<file path="src/rtl/flit_input_buffer.sv">
// flit_input_buffer
// Per-input-port flit FIFO with XY route decode and wormhole request generation.
// The head flit at the FIFO front is decoded into a one-hot output-port request.
// That request is held for the whole packet, and flits stream out once the
// channel controller grants this slot.
// Optional feature macro: INBUF_DROP_CNT_EN adds the drop_cnt port, an 8-bit
// saturating counter of orphan (body/tail without head) flits discarded in IDLE.
module flit_input_buffer #(
  parameter int FLIT_W   = 34,
  parameter int DEPTH    = 4,
  parameter int COORD_W  = 3,
  parameter int ROUTER_X = 0,
  parameter int ROUTER_Y = 0
) (
  input  logic                   clk,
  input  logic                   rst,
  input  logic [FLIT_W-1:0]      in_flit,
  input  logic                   in_valid,
  output logic                   in_ready,
  output logic [FLIT_W-1:0]      out_flit,
  output logic                   out_valid,
  input  logic                   out_ready,
  output logic [4:0]             route_req,
  input  logic                   gnt,
`ifdef INBUF_DROP_CNT_EN
  output logic [7:0]             drop_cnt,
`endif
  output logic [$clog2(DEPTH):0] fifo_cnt
);

  localparam int PTR_W = $clog2(DEPTH);
  localparam int CNT_W = PTR_W + 1;

  localparam logic [COORD_W-1:0] RX       = COORD_W'(ROUTER_X);
  localparam logic [COORD_W-1:0] RY       = COORD_W'(ROUTER_Y);
  localparam logic [CNT_W-1:0]   FULL_CNT = CNT_W'(DEPTH);

  // One-hot output port encoding of route_req.
  localparam logic [4:0] PORT_L = 5'b00001;
  localparam logic [4:0] PORT_N = 5'b00010;
  localparam logic [4:0] PORT_E = 5'b00100;
  localparam logic [4:0] PORT_S = 5'b01000;
  localparam logic [4:0] PORT_W = 5'b10000;

  typedef enum logic [1:0] {
    IDLE = 2'd0,
    REQ  = 2'd1,
    XFER = 2'd2
  } state_t;

  state_t             state_reg, state_next;
  logic [PTR_W-1:0]   wr_ptr_reg, rd_ptr_reg;
  logic [CNT_W-1:0]   cnt_reg;
  logic [4:0]         route_reg, route_next;
  // Set for one cycle after the head route has been captured in IDLE; the
  // request is raised on the following edge.
  logic               route_ld_reg, route_ld_next;

  logic [FLIT_W-1:0]  entry_q [DEPTH];
  logic               push, pop, empty;
  logic [1:0]         front_type;
  logic               front_is_head, front_is_tail;
  logic [COORD_W-1:0] dest_x, dest_y;
  logic               x_gt, x_lt, y_gt, y_lt;
  logic [4:0]         xy_port;

  assign empty    = (cnt_reg == '0);
  assign in_ready = (cnt_reg < FULL_CNT);
  assign push     = in_valid & in_ready;
  assign fifo_cnt = cnt_reg;

  // Front flit is read combinationally from storage at the read pointer.
  assign out_flit = entry_q[rd_ptr_reg];

  // Type field: bit 0 marks a packet start (head/single), bit 1 a packet end
  // (tail/single). Body and tail at the front in IDLE are orphans.
  assign front_type    = out_flit[FLIT_W-1 -: 2];
  assign front_is_head = front_type[0];
  assign front_is_tail = front_type[1];

  assign dest_x = out_flit[2*COORD_W-1:COORD_W];
  assign dest_y = out_flit[COORD_W-1:0];

  // Relative position of the destination; "less than" is derived from
  // "not equal and not greater" so a router at coordinate 0 never produces a
  // constant comparison.
  assign x_gt = (dest_x > RX);
  assign x_lt = (dest_x != RX) && !x_gt;
  assign y_gt = (dest_y > RY);
  assign y_lt = (dest_y != RY) && !y_gt;

  // FIFO storage: one register per slot, written when the write pointer
  // selects it; slots clear on reset so the front reads zero afterwards.
  genvar gi;
  generate
    for (gi = 0; gi < DEPTH; gi++) begin : g_entry
      logic [FLIT_W-1:0] entry_reg;

      // Capture the incoming flit into this slot on a push addressed here.
      always_ff @(posedge clk) begin
        if (rst) begin
          entry_reg <= '0;
        end else if (push && (wr_ptr_reg == PTR_W'(gi))) begin
          entry_reg <= in_flit;
        end
      end

      assign entry_q[gi] = entry_reg;
    end
  endgenerate

  // Dimension-ordered XY decode of the front flit: X first, then Y, else Local.
  always_comb begin
    xy_port = PORT_L;
    if (x_gt) begin
      xy_port = PORT_E;
    end else if (x_lt) begin
      xy_port = PORT_W;
    end else if (y_gt) begin
      xy_port = PORT_N;
    end else if (y_lt) begin
      xy_port = PORT_S;
    end
  end

  // Circular pointers and occupancy; a push and a pop together keep the count.
  always_ff @(posedge clk) begin
    if (rst) begin
      wr_ptr_reg <= '0;
      rd_ptr_reg <= '0;
      cnt_reg    <= '0;
    end else begin
      if (push) begin
        wr_ptr_reg <= wr_ptr_reg + PTR_W'(1);
      end
      if (pop) begin
        rd_ptr_reg <= rd_ptr_reg + PTR_W'(1);
      end
      case ({push, pop})
        2'b10:   cnt_reg <= cnt_reg + CNT_W'(1);
        2'b01:   cnt_reg <= cnt_reg - CNT_W'(1);
        default: cnt_reg <= cnt_reg;
      endcase
    end
  end

  // Packet sequencing: route capture, request/grant handshake, wormhole transfer.
  always_comb begin
    state_next    = state_reg;
    route_next    = route_reg;
    route_ld_next = route_ld_reg;
    route_req     = '0;
    out_valid     = 1'b0;
    pop           = 1'b0;
    case (state_reg)
      IDLE: begin
        if (route_ld_reg) begin
          route_ld_next = 1'b0;
          state_next    = REQ;
        end else if (!empty) begin
          if (front_is_head) begin
            route_next    = xy_port;
            route_ld_next = 1'b1;
          end else begin
            // Orphan flit: discard it without presenting it downstream.
            pop = 1'b1;
          end
        end
      end
      REQ: begin
        route_req = route_reg;
        if (gnt) begin
          state_next = XFER;
        end
      end
      XFER: begin
        // Request stays asserted until the end-of-packet flit leaves.
        route_req = route_reg;
        out_valid = !empty;
        pop       = !empty && out_ready;
        if (pop && front_is_tail) begin
          state_next = IDLE;
        end
      end
      default: begin
        state_next = IDLE;
      end
    endcase
  end

  // State, latched route and route-capture flag registers.
  always_ff @(posedge clk) begin
    if (rst) begin
      state_reg    <= IDLE;
      route_reg    <= '0;
      route_ld_reg <= 1'b0;
    end else begin
      state_reg    <= state_next;
      route_reg    <= route_next;
      route_ld_reg <= route_ld_next;
    end
  end

`ifdef INBUF_DROP_CNT_EN
  logic [7:0] drop_cnt_reg;
  logic       drop;

  // Any pop taken while IDLE is an orphan discard.
  assign drop     = pop && (state_reg == IDLE);
  assign drop_cnt = drop_cnt_reg;

  // Saturating orphan-drop counter.
  always_ff @(posedge clk) begin
    if (rst) begin
      drop_cnt_reg <= '0;
    end else if (drop && (drop_cnt_reg != 8'hFF)) begin
      drop_cnt_reg <= drop_cnt_reg + 8'd1;
    end
  end
`endif

endmodule
</file>
<file path="config.mk">
export PLATFORM = sky130hd
export DESIGN_NAME = flit_input_buffer
export DESIGN_NICKNAME = d
export VERILOG_FILES = /design/src/rtl/flit_input_buffer.sv
export SDC_FILE = /design/constraint.sdc
export NUM_CORES = 1
export LEC_CHECK = 0
export CORE_MARGIN = 8
export CORE_UTILIZATION = 55
export DETAILED_ROUTE_END_ITERATION = 6
export MAX_ROUTING_LAYER = met4
export PLACE_DENSITY = 0.8
export SLEW_MARGIN = 25
export SYNTH_ARGS = -nofsm -noshare
export SYNTH_HDL_FRONTEND = slang
export SYNTH_SLANG_ARGS = --single-unit
</file>
<file path="constraint.sdc">
create_clock -name clk -period 3.65 [get_ports clk]
set_input_delay 0.73 -clock clk [delete_from_list [all_inputs] [get_ports clk]]
set_output_delay 0.73 -clock clk [all_outputs]
set_load 0.01 [all_outputs]
</file>
# ---- Yosys cells after proc, flatten, opt, wreduce, memory -nomap -nowiden
# Index checks and enable logic that the tools add are counted.
dict set report op_classes {
  n_mux 21
  n_eq_ne 10
  magnitude_cmp 4
  multipliers 0
  bitwise_logic 4
  n_shift 0
  div_mod_pow 0
  n_reduce_logical 20
  add_sub_neg 4
}
# cell n
set op_table {}
lappend op_table {{$bmux W34 S2} 1}
lappend op_table {{$mux W34} 2}
lappend op_table {{$mux W5} 3}
lappend op_table {{$eq A2 B2 Y1 const B} 4}
lappend op_table {{$logic_and A1 B1 Y1} 8}
lappend op_table {{$mux W4} 2}
lappend op_table {{$mux W1} 7}
lappend op_table {{$eq A2 B1 Y1 const B} 3}
lappend op_table {{$gt A3 B1 Y1 const B} 2}
lappend op_table {{$mux W2} 3}
lappend op_table {{$ne A2 B2 Y1 const B} 3}
lappend op_table {{$pmux W2 S3} 1}
lappend op_table {{$pmux W3 S2} 1}
lappend op_table {{$reduce_bool A3 Y1} 2}
lappend op_table {{$add A2 B1 Y2 const B} 2}
lappend op_table {{$logic_not A2 Y1} 2}
lappend op_table {{$reduce_and A4 Y1} 1}
lappend op_table {{$add A3 B1 Y3 const B} 1}
lappend op_table {{$ge A3 B3 Y1 const B} 1}
lappend op_table {{$logic_not A1 Y1} 3}
lappend op_table {{$logic_not A3 Y1} 1}
lappend op_table {{$lt A3 B3 Y1 const B} 1}
lappend op_table {{$not A2 Y3} 1}
lappend op_table {{$reduce_and A3 Y1} 1}
lappend op_table {{other kinds (6)} 7}
dict set report word_totals {
  romBits 0
  n_memories 0
  ramBits 0
  latchBits 0
  output_inout_bits 44
  regBits 151
}

# ---- Longest topological paths before layout
dict set report depth {
  depth_word 11
  mapped_depth 10
  mapped_depth_nobuf 10
}

# ---- Least setup slack after synthesis
# OpenSTA, ideal clock, no wires.
dict set report synth_path {
  kind {register to register}
  start {register rd_ptr_reg[0]}
  end {register cnt_reg[2], in the netlist fifo_cnt[2]}
  t_arrival_ns 2.546
  path_stages_with_launch 10
  setup_slack_ns 1.033
  n_path_buf 1
  t_required_ns 3.580
  setup_time_ns 0.070
  path_cell_list {dfxtp_1 > buf_6 > mux4_2 > o41ai_4 > ha_1 > inv_1 > fa_1 > xor2_1 > or3_1 > a21oi_1}
}
dict set report synth_between {
  elab_chain_cells 10
}
# element line_no
set synth_lines {}
lappend synth_lines {{start, declared} 52} ;# logic [PTR_W-1:0] wr_ptr_reg, rd_ptr_reg;
lappend synth_lines {{start signal, assigned} 137} ;# rd_ptr_reg <= rd_ptr_reg + PTR_W'(1);
lappend synth_lines {{$not A2 Y3 (not written as such) (*)} 73} ;# assign out_flit = entry_q[rd_ptr_reg];
lappend synth_lines {{$bmux W34 S2 (*)} 73}
lappend synth_lines {{$mux W34 (not written as such) (*) (2 in a row)} 73}
lappend synth_lines {{via out_flit[32]} 20} ;# output logic [FLIT_W-1:0] out_flit,
lappend synth_lines {{$mux W1 (*)} 161} ;# if (front_is_head) begin
lappend synth_lines {{$mux W1 (*)} 160} ;# end else if (!empty) begin
lappend synth_lines {{$mux W1 (*)} 157} ;# if (route_ld_reg) begin
lappend synth_lines {{$pmux W1 S2 (*)} 155} ;# case (state_reg)
lappend synth_lines {{via pop} 60} ;# logic push, pop, empty;
lappend synth_lines {{$eq A2 B1 Y1 / $eq A2 B2 Y1 (equally long branches)} 139} ;# case ({push, pop})
lappend synth_lines {{$pmux W3 S2 / $reduce_bool A2 Y1 (equally long branches)} --}
lappend synth_lines {{end signal, assigned} 140} ;# 2'b10: cnt_reg <= cnt_reg + CNT_W'(1);
lappend synth_lines {{end signal, assigned} 141} ;# 2'b01: cnt_reg <= cnt_reg - CNT_W'(1);
lappend synth_lines {{end signal, assigned} 142} ;# default: cnt_reg <= cnt_reg;
lappend synth_lines {{end, declared} 53} ;# logic [CNT_W-1:0] cnt_reg;
# Mark *: on every way through the listed nets, which the timed path passes. The rest lies on a longest branch. The select of a mux whose other input is x is not followed.
# A chain may end at the register's enable or synchronous reset.

# ---- Final worst setup path
dict set report layout_path {
  start {register rd_ptr_reg[1]}
  end {output port out_flit[0]}
}
dict set report layout_between {
  elab_chain_cells 4
}
# element line_no
set layout_lines {}
lappend layout_lines {{$not A2 Y3 (not written as such)} 73}
lappend layout_lines {{$bmux W34 S2} 73}
lappend layout_lines {{$mux W34 (not written as such) (2 in a row)} 73}
lappend layout_lines {{end, declared} 20}
# Every way passes these cells. The select of a mux whose other input is x is not followed.

==> impl_metrics.toml <==
[synth]
seq_area_frac_synth_pct = 47.7
synthAdderAreaFrac_pct = 2.32
synth_cells = 729
synth_edf_count = 0
synth_area_um2 = 6250
synth_cell_types = 32
synthFlopType = "dfxtp_1"
synth_top_family_by_area = "simple AND/OR/NAND/NOR gates"
syn_area_per_cell_um2 = 8.57
async_flop_share_pct = 0
synth_compound_area_share_pct = 12.6
synthXorXnorAreaFrac_pct = 0.560
yosys_warnings = 0
synth.area.mux_share_pct = 12.6
synth-seq-cells = 149
synthSimpleGateAreaFrac_pct = 19.8

[global_route]
grt_use_total_pct = 22.7
grt_pass1_wl_mm = 25.8
busiest_layer = "met2"
met1_usage_pct = 24.9
grt_max_degree = 80
met2_usage_pct = 38.5
grt_pass1_vias = 5419
grt_overflow = 0
antenna_found_initial = 0
use_met3_pct = 5.29

[place]
port_buffers = 80
routabilityCongestion = 0.755
dpl.hpwl_mm = 10.1
place_inst = 916

[detailed_routing]
num_vias = 5328
drtIter0Drc = 361
ant_nets = 0
avgViaCountPerCell = 5.62
dr.pass1.iters = 5
post-route-drc-count = 0
wl_mm = 16.0
wl_per_cell_um = 16.9

[setup_path]
timing.rr.end = "fifo_cnt[2]$_SDFFE_PP0P_"
critPathLaunchType = "flip-flop"
cp.arrival_ns = 2.46
cp.buffers_inverters = 2
worstReg2RegStart = "rd_ptr_reg[1]$_SDFFE_PP0P_"
cp.required_ns = 2.92
cpPeakStageDelay_ns = 0.63
path_delay_family = "buffers and inverters"
endpoint = "out_flit[0]"
crit_slowest_cell = "dfxtp_2"
crit_chain = "buf_4, mux4_2, clkdlybuf4s50_1"
critPathLaunch = "rd_ptr_reg[1]$_SDFFE_PP0P_"
cp-end-kind = "output pin"
cp.depth = 3
r2r_setup_slack_ns = 0.86
path_class = "flip-flop to output pin"
rr_worst_depth = 8
path_max_fanout = 16

[cts]
clock_latency_ns = 0.43
post_cts.repair.setup_buffers = 0
path_clk_slew_ns = 0.06
cts_tree = "yes"
cts_buffer_depth = 2
cts_made_buffers = 17
ctsResizeCount = 0
clock_sinks = 149
cts_hold_buf = 0
cts_root_buf = "clkbuf_16"
htree_levels = 4

[timing]
post-route-min-period_ns = 3.19
rsz0062_at_grt = "no"
fin_setup_tns_ns = 0
max_slew_margin_pct = 46.8
slew_viol_final = 0
worst_slew_pin_slew_ns = 0.799
hold_violations = 0
setup_viol = 0
finalCritPeriodShare_pct = 87.4
clock_skew_ns = 0.0115
fmax_mhz = 314

[final_layout]
synthToLayoutAreaGrowth_pct = 24.9
nNetsFinal = 842
final_cells = 948
drive_gt1_share_pct = 11.4
final_common_cell = "nand2_1"
antenna_cells = 0
largest_reg_flops = 136
most-common-layout-cells = "nand2_1 (277), dfxtp_1 (147), a21oi_1 (142)"

[power]
p_leak_uw = 0.00269
ir_drop_mv = 0.420
power_uw = 5010
p_per_area_nw_per_um2 = 642

[die]
die_w_um = 123
core_um2 = 11300
start_util_pct = 55.5
fp-row-count = 39
die_h_um = 123
num_io_pins = 83
die_area_um2 = 15000

[run]
maxCapViolations = 0

[hold_path]
hold_path.class = "flip-flop to flip-flop"

[run_status]
status = "finished, final reports clean"
## power by group
group          switching (µW)  total [µW]  internal (µW)  leakage, µW
sequential                116        1900           1780      0.00121
combinational             686        1300            610      0.00118
clock                     699        1820           1120     0.000297
## final cells by class
| class | count | area, µm² |
|---|---|---|
| flip-flops and latches | 149 | 2990 |
| multi-input cells | 513 | 3000 |
| clock buffers | 19 | 453 |
| repair buffers | 99 | 978 |
| fillers | 879 | 3470 |
| well taps | 143 | 179 |
| clock inverters | 13 | 170 |
| inverters | 12 | 45.0 |
## kinds of logic after synthesis
kind of cell    Yosys count
flops                   149
mux                      36
other cells               1
compound gates          149
xor+xnor                  4
simple gates            311
fa+ha+maj                11
buf+inv                  68
## worst min-delay path by stage
stage | slack [ns] | cells past startpoint | start | endpoint
2_1_floorplan | 0.43 | 2 | g_entry[1].entry_reg[0]$_SDFFE_PP0P_ | g_entry[1].entry_reg[0]$_SDFFE_PP0P_
3_3_place_gp | 0.44 | 2 | g_entry[1].entry_reg[9]$_SDFFE_PP0P_ | g_entry[1].entry_reg[9]$_SDFFE_PP0P_
3_5_place_dp | 0.44 | 2 | g_entry[2].entry_reg[31]$_SDFFE_PP0P_ | g_entry[2].entry_reg[31]$_SDFFE_PP0P_
4_1_cts | 0.45 | 2 | g_entry[2].entry_reg[31]$_SDFFE_PP0P_ | g_entry[2].entry_reg[31]$_SDFFE_PP0P_
5_1_grt | 0.47 | 2 | g_entry[2].entry_reg[31]$_SDFFE_PP0P_ | g_entry[2].entry_reg[31]$_SDFFE_PP0P_
6_report | 0.45 | 2 | g_entry[2].entry_reg[13]$_SDFFE_PP0P_ | g_entry[2].entry_reg[13]$_SDFFE_PP0P_
## per-layer routing
layer	share of wire (%)	vias to the layer above
met5	0	-
met4	1.9	0
met3	7.0	30
met2	52	194
met1	39	2558
li1	-	2546
## per-stage QoR
step | utilization (%) | setup WS [ns] | hold slack (ns) | cell area [µm²]
after floorplan | - | 1.03 | 0.433 | 6250
after global placement | 63.7 | 0.760 | 0.437 | 7180
after detailed placement | 63.7 | 0.688 | 0.445 | 7180
after CTS | 69.3 | 0.456 | 0.453 | 7810
after global routing | 69.3 | 0.420 | 0.469 | 7810
final | 69.3 | 0.461 | 0.454 | 7810
## cells in the mapped netlist (all sizes together) (2+ instances only)
cell / count / area share [%]
dfxtp: 149 / 48
a21oi: 142 / 11
or3: 2 / 0.20
nand2b: 6 / 0.60
mux2i: 2 / 0.32
clkbuf: 45 / 2.7
and2: 9 / 0.90
nand3b: 2 / 0.24
o21ai: 2 / 0.16
nor2b: 2 / 0.20
buf: 11 / 1.0
xor2: 2 / 0.28
nand3: 2 / 0.16
ha: 10 / 2.0
nor3: 2 / 0.16
inv: 12 / 0.72
xnor2: 2 / 0.28
mux4: 34 / 12
nor2: 8 / 0.48
nand2: 277 / 17
## worst register-to-register path: cells and delay by family (launching register included)
family	cells	cell delay [ns]
AOI/OAI and AO/OA	2	0.48
DFF	1	0.63
and+or+nand+nor	1	0.30
buffers and inverters	1	0.06
adders and majority gates	2	0.63
muxes	1	0.44
xor gates and xnor gates	1	0.16
Note: power is estimated with default switching activity, not from simulation.
